**src/rtl/wb_regfile_pkg.sv**
```systemverilog
// Core types shared by the writeback/register-file slice.
// Register addresses, data words and writeback source encodings.
package wb_regfile_pkg;

  typedef logic [4:0]  reg_addr_t;
  typedef logic [31:0] data_t;
  typedef logic        enable_t;

  typedef enum logic [1:0] {
    WB_ALU = 2'b00,
    WB_MEM = 2'b01,
    WB_PC  = 2'b10
  } wb_data_sel_t;

  localparam reg_addr_t REG_ZERO = 5'd0;

endpackage

```
**src/rtl/wb_regfile_if.sv**
```systemverilog
// MEM/WB writeback inputs plus the two ID read ports of the register file.
// No handshake: every signal is sampled or produced each cycle; a bubble is reg_write_c_i=0.
interface wb_regfile_if;
  import wb_regfile_pkg::*;

  reg_addr_t    rd_i;
  data_t        alu_result_i;
  data_t        pc_next_i;
  data_t        mem_read_data_i;
  enable_t      reg_write_c_i;
  wb_data_sel_t wb_data_sel_c_i;
  reg_addr_t    rs1_i;
  reg_addr_t    rs2_i;
  data_t        rs1_data_o;
  data_t        rs2_data_o;
  data_t        wb_data_o;

  modport master (
    output rd_i, alu_result_i, pc_next_i, mem_read_data_i,
    output reg_write_c_i, wb_data_sel_c_i, rs1_i, rs2_i,
    input  rs1_data_o, rs2_data_o, wb_data_o
  );

  modport slave (
    input  rd_i, alu_result_i, pc_next_i, mem_read_data_i,
    input  reg_write_c_i, wb_data_sel_c_i, rs1_i, rs2_i,
    output rs1_data_o, rs2_data_o, wb_data_o
  );
endinterface

```
**src/rtl/wb_regfile_wb_mux.sv**
```systemverilog
// Writeback source select: ALU result, load data or link address.
module wb_mux
  import wb_regfile_pkg::*;
(
  input  wb_data_sel_t sel_i,
  input  data_t        alu_result_i,
  input  data_t        mem_read_data_i,
  input  data_t        pc_next_i,
  output data_t        wb_data_o
);

  always_comb begin
    wb_data_o = '0;
    case (sel_i)
      WB_ALU:  wb_data_o = alu_result_i;
      WB_MEM:  wb_data_o = mem_read_data_i;
      WB_PC:   wb_data_o = pc_next_i;
      default: wb_data_o = '0;
    endcase
  end

endmodule

```
**src/rtl/wb_regfile.sv**
```systemverilog
// 32x32 integer register file with writeback mux; x0 reads as zero.
// Define WB_BYPASS_EN for write-first reads of the register being written this cycle.
module wb_regfile
  import wb_regfile_pkg::*;
#(
  parameter int NUM_REGS = 32,
  parameter int XLEN     = 32
) (
  input logic         clk,
  input logic         rst_n,
  wb_regfile_if.slave bus
);

  logic [XLEN-1:0] regs_q [NUM_REGS];
  data_t           wb_data;
  data_t           rs1_d;
  data_t           rs2_d;
  logic            wr_en;

  wb_mux u_wb_mux (
    .sel_i           (bus.wb_data_sel_c_i),
    .alu_result_i    (bus.alu_result_i),
    .mem_read_data_i (bus.mem_read_data_i),
    .pc_next_i       (bus.pc_next_i),
    .wb_data_o       (wb_data)
  );

  assign wr_en = bus.reg_write_c_i && (bus.rd_i != REG_ZERO);

  always_ff @(posedge clk or negedge rst_n) begin
    if (!rst_n) begin
      for (int i = 0; i < NUM_REGS; i++) regs_q[i] <= '0;
    end else if (wr_en) begin
      regs_q[bus.rd_i] <= wb_data;
    end
  end

  // Bypass is gated by rst_n so both ports read zero for the whole reset.
  always_comb begin
    rs1_d = (bus.rs1_i == REG_ZERO) ? '0 : regs_q[bus.rs1_i];
    rs2_d = (bus.rs2_i == REG_ZERO) ? '0 : regs_q[bus.rs2_i];
`ifdef WB_BYPASS_EN
    if (rst_n && wr_en && (bus.rs1_i == bus.rd_i)) rs1_d = wb_data;
    if (rst_n && wr_en && (bus.rs2_i == bus.rd_i)) rs2_d = wb_data;
`else
`endif
  end

  assign bus.rs1_data_o = rs1_d;
  assign bus.rs2_data_o = rs2_d;
  assign bus.wb_data_o  = wb_data;

endmodule

```
**src/flat_wrapper.sv**
```systemverilog
// flat-port wrapper written by rule: the top's interface ports become plain ports
module wb_regfile_flat import wb_regfile_pkg::*;
#(
  parameter int NUM_REGS = 32,
  parameter int XLEN     = 32
)
  (clk, rst_n, bus_rd_i, bus_alu_result_i, bus_pc_next_i, bus_mem_read_data_i, bus_reg_write_c_i, bus_wb_data_sel_c_i, bus_rs1_i, bus_rs2_i, bus_rs1_data_o, bus_rs2_data_o, bus_wb_data_o);
  wb_regfile_if bus_i ();
  input logic clk;
  input logic rst_n;
  input wire logic [$bits(bus_i.rd_i)-1:0] bus_rd_i;
  input wire logic [$bits(bus_i.alu_result_i)-1:0] bus_alu_result_i;
  input wire logic [$bits(bus_i.pc_next_i)-1:0] bus_pc_next_i;
  input wire logic [$bits(bus_i.mem_read_data_i)-1:0] bus_mem_read_data_i;
  input wire logic [$bits(bus_i.reg_write_c_i)-1:0] bus_reg_write_c_i;
  input wire logic [$bits(bus_i.wb_data_sel_c_i)-1:0] bus_wb_data_sel_c_i;
  input wire logic [$bits(bus_i.rs1_i)-1:0] bus_rs1_i;
  input wire logic [$bits(bus_i.rs2_i)-1:0] bus_rs2_i;
  output wire logic [$bits(bus_i.rs1_data_o)-1:0] bus_rs1_data_o;
  output wire logic [$bits(bus_i.rs2_data_o)-1:0] bus_rs2_data_o;
  output wire logic [$bits(bus_i.wb_data_o)-1:0] bus_wb_data_o;
  assign bus_i.rd_i = bus_rd_i;
  assign bus_i.alu_result_i = bus_alu_result_i;
  assign bus_i.pc_next_i = bus_pc_next_i;
  assign bus_i.mem_read_data_i = bus_mem_read_data_i;
  assign bus_i.reg_write_c_i = bus_reg_write_c_i;
  assign bus_i.wb_data_sel_c_i = bus_wb_data_sel_c_i;
  assign bus_i.rs1_i = bus_rs1_i;
  assign bus_i.rs2_i = bus_rs2_i;
  assign bus_rs1_data_o = bus_i.rs1_data_o;
  assign bus_rs2_data_o = bus_i.rs2_data_o;
  assign bus_wb_data_o = bus_i.wb_data_o;
  wb_regfile #(.NUM_REGS(NUM_REGS), .XLEN(XLEN)) u_core (.clk(clk), .rst_n(rst_n), .bus(bus_i));
endmodule
```
**config.mk**
```make
export PLATFORM = sky130hd
export DESIGN_NAME = wb_regfile_flat
export DESIGN_NICKNAME = d
export VERILOG_FILES = /design/src/rtl/wb_regfile_pkg.sv /design/src/rtl/wb_regfile_if.sv /design/src/rtl/wb_regfile_wb_mux.sv /design/src/rtl/wb_regfile.sv /design/src/flat_wrapper.sv
export SDC_FILE = /design/constraint.sdc
export NUM_CORES = 2
export LEC_CHECK = 0
export CORE_ASPECT_RATIO = 1.4
export CORE_UTILIZATION = 45
export DETAILED_ROUTE_END_ITERATION = 12
export MAX_ROUTING_LAYER = met4
export PLACE_DENSITY = 0.66
export SYNTH_ARGS = -nofsm -noshare
export SYNTH_HDL_FRONTEND = slang
export SYNTH_SLANG_ARGS = --single-unit
```
**constraint.sdc**
```tcl
create_clock -name clk -period 2.3 [get_ports clk]
set_input_delay 0.46 -clock clk [delete_from_list [all_inputs] [get_ports clk]]
set_output_delay 0.46 -clock clk [all_outputs]
set_load 0.01 [all_outputs]
```
==> key figures <==
Status
  • Outcome: finished, violations left
  • Violated checks: setup timing

Clocking
  • H-tree Lvls: 3
  • Clock root buffer: clkbuf_16
  • Max clock buf depth: 3
  • Clock Sinks: 1024
  • CTS Buf Count: 103
  • CTS tree: done
  • Clk_lat worst skew: 710 ps
  • Clock transition at the registers of the reported paths: 70 ps

Min path
  • Worst min path class: in -> async

Setup path
  • Slowest cell on the critical path: mux4_2
  • R2r endpoint: u_core.regs_q[541]
  • Worst r2r src: u_core.regs_q[541]
  • Worst-path fanout max: 3
  • Crit. End Element: output pin
  • Crit-path cells: mux4_2 > nor2b_4 > a211oi_2 > buf_4 > a311oi_2 > buf_4 > buf_6
  • Startpoint types: flip-flop
  • Largest stage delay on the critical path: 490 ps
  • Most frequent CP cell: buf_4
  • Crit Path Category: reg -> out
  • Worst r2r path cells: 4
  • R2R setup slack: 1350 ps
  • Worst EP required: 1840 ps
  • Crit path DAT: 2490 ps

Synthesis
  • Async SR Flop Fraction: 100%
  • Post-synth EDFFs: 0
  • Yosys cell types: 37
  • Main flop type after synthesis: dfrtp_1
  • Netlist Area Pre-Place: 53700 µm²
  • Mux cell area share after synthesis: 23.1%
  • Syn nets: 4968
  • Main combinational cell family by area after synthesis: multiplexers
  • Adder-cell share of the synthesized area: 0%
  • Seq cells post-synth: 1024
  • Xor and xnor fraction of the mapped netlist area: 0%
  • Avg Inst Size Synth: 11.1 µm²
  • Complex-gate fraction of the synthesized area: 14.4%
  • YS warnings: 0
  • Synth Area in Simple Gates: 9.27%
  • Cells after synthesis: 4852
  • Sequential fraction of the synthesis area: 47.7%

Floorplan
  • Core region area: 118000 µm²
  • Top Ports: 212
  • DIE WIDTH: 294 µm
  • Die footprint: 121000 µm²
  • Row Count: 149
  • Die Y: 411 µm
  • Initial Util: 45.5%

STA
  • Setup WS post-layout: -651 ps
  • Post-route setup TNS: -35620 ps
  • Max-slew violation count: 0
  • Worst rel slew slack: 38.5%
  • RSZ-0062 raised after global routing: yes
  • Fmax: 339 MHz
  • Fin crit period: 2950 ps
  • Final period util: 128%
  • Worst-margin pin slew: 920 ps
  • Final-report hold violation count: 0
  • Final setup vio count: 64
  • Clk_skew: 0 ps
  • Hold slack: 216 ps

Global routing
  • Largest net degree at the start of global routing: 91
  • Top Usage Layer GRT: met2
  • GRT overflow: 0
  • Met2 Use GR: 54.6%
  • Vias in the first global route: 46071
  • GR Util met3: 7.47%
  • Met1 Track Usage GR: 42.8%
  • Initial antenna violation count: 8
  • First-pass GRT wire length: 305000 µm
  • Total global routing track utilization: 35.8%

Power and ir drop
  • Power Density: 831 nW/µm²
  • Switch share: 30.6%
  • Worst vdd ir: 0.624 mV
  • P_leak: 30.5 nW
  • Gate power share: 27.4%
  • Flop pwr share: 41.9%
  • Clock network fraction of design power: 30.7%
  • P_sw: 18.1 mW
  • Internal power: 40.9 mW

Detailed routing
  • Final ANT Viol Nets: 0
  • First-pass detailed-route iteration total: 6
  • Residual DRC count: 0
  • Via count: 45536
  • Routed vias/inst: 6.33
  • DRT iter0 DRCs: 5324
  • Total wire length: 209000 µm
  • Average wire per standard cell: 29.1 µm

Finish
  • Commonest non-fill, non-tap cell in the layout: dfrtp_1
  • Largest regs: u_core.regs_q x1024
  • Register with the most flip-flops: u_core.regs_q
  • Commonest non-fill, non-tap cells in the layout: dfrtp_1, nor2_1, buf_4, a21oi_1, mux4_2
  • Area grow syn2layout: 32.1%
  • Final #Nets: 5640
  • Share of layout cells above drive strength 1: 35.8%
  • Max reg flops: 1024

Place
  • Post-DP HPWL: 142000 µm
  • Routability cong.: 0.971
  • PortBufs: 211

Run
  • Max Cap Viol: 0
[layout make-up]
type / instances / area, µm²
Antenna cell: 5 / 12.5
Clock buffer: 145 / 3020
Clock inverter: 36 / 599
Fill cell: 9285 / 47300
Inverter: 34 / 133
Multi-Input combinational cell: 3253 / 27500
Sequential cell: 1024 / 25600
Tap cell: 1585 / 1980
Timing Repair Buffer: 1108 / 12000
[power groups by stage]
| stage | clock [mW] | combinational (mW) | sequential (mW) |
|---|---|---|---|
| floorplan | 0 | 8.78 | 23.9 |
| global placement | 0 | 14.1 | 24.6 |
| detailed placement | 0 | 14.5 | 24.8 |
| CTS | 18.2 | 15.4 | 24.5 |
| global route | 18.9 | 17.3 | 25.1 |
| finish | 18.1 | 16.1 | 24.7 |
[worst max-delay path by stage]
stage	slack, ps	depth (start not counted)	end	start
floorplan	30	7	bus_rs2_data_o[15]	bus_rs2_i[0]
global placement	-1480	10	bus_rs1_data_o[6]	bus_rs1_i[0]
detailed placement	-1410	10	bus_rs1_data_o[6]	bus_rs1_i[0]
CTS	-680	6	bus_rs2_data_o[15]	u_core.regs_q[527]
global route	-710	7	bus_rs1_data_o[18]	u_core.regs_q[914]
finish	-650	7	bus_rs1_data_o[18]	u_core.regs_q[914]
[through the flow]
step	instances	power [mW]	instance area (µm²)	worst slack (ps)	utilization [%]
floorplan	4852	32.7	53700	25.2	-
global placement	6930	38.7	64400	-1480	54.5
detailed placement	6930	39.3	64400	-1410	54.5
CTS	7143	58.2	69800	-684	59.0
global route	7190	61.2	70900	-713	60.0
finish	7190	59.0	70900	-651	60.0
[Yosys cell counts, types with 8 or more instances]
| cell | number | area [µm²] |
|---|---|---|
| dfrtp_1 | 1024 | 25600 |
| nor2_1 | 645 | 2420 |
| a21oi_1 | 640 | 3200 |
| mux4_2 | 448 | 10100 |
| nand2_1 | 419 | 1570 |
| o21ai_0 | 376 | 1880 |
| buf_2 | 235 | 1180 |
| clkbuf_1 | 220 | 826 |
| mux2i_1 | 160 | 1600 |
| o21ai_1 | 119 | 596 |
| nor2b_1 | 72 | 450 |
| a211oi_1 | 64 | 480 |
| a22oi_1 | 64 | 480 |
| a311oi_1 | 64 | 561 |
| mux2_2 | 64 | 721 |
| a221oi_1 | 47 | 412 |
| buf_4 | 46 | 345 |
| buf_6 | 37 | 417 |
| inv_1 | 32 | 120 |
| o2111ai_1 | 17 | 149 |
| nor3_4 | 11 | 179 |
| nand3_1 | 8 | 40.0 |
[kinds of logic after synthesis]
| logic type | Yosys count |
|---|---|
| muxes | 672 |
| buffers and inverters | 577 |
| AOI/OAI and AO/OA | 1391 |
| DFF | 1024 |
| and+or+nand+nor | 1188 |
[routing by layer]
layer,vias up,wire [µm]
met5,-,0
met4,0,16600
met3,756,21000
met2,2854,97900
met1,22932,73600
li1,18994,-
[critical path: cells and delay by family (launching register included)]
family                 cells  cell delay [ps]
muxes                      1              490
buffers and inverters      3              490
DFF                        1              410
AOI/OAI and AO/OA          2              220
and+or+nand+nor            1              150
[what timing repair did]
item / CTS / global route
endpoints found under the hold margin: 148 / 0
endpoints found under the setup margin: 96 / 87
hold buffers: 1 / 0
setup buffers: 58 / 44
gates cloned: 8 / 5
pin swaps: 85 / 70
gates resized for setup: 647 / 183
(Power assumes the default switching activity.)
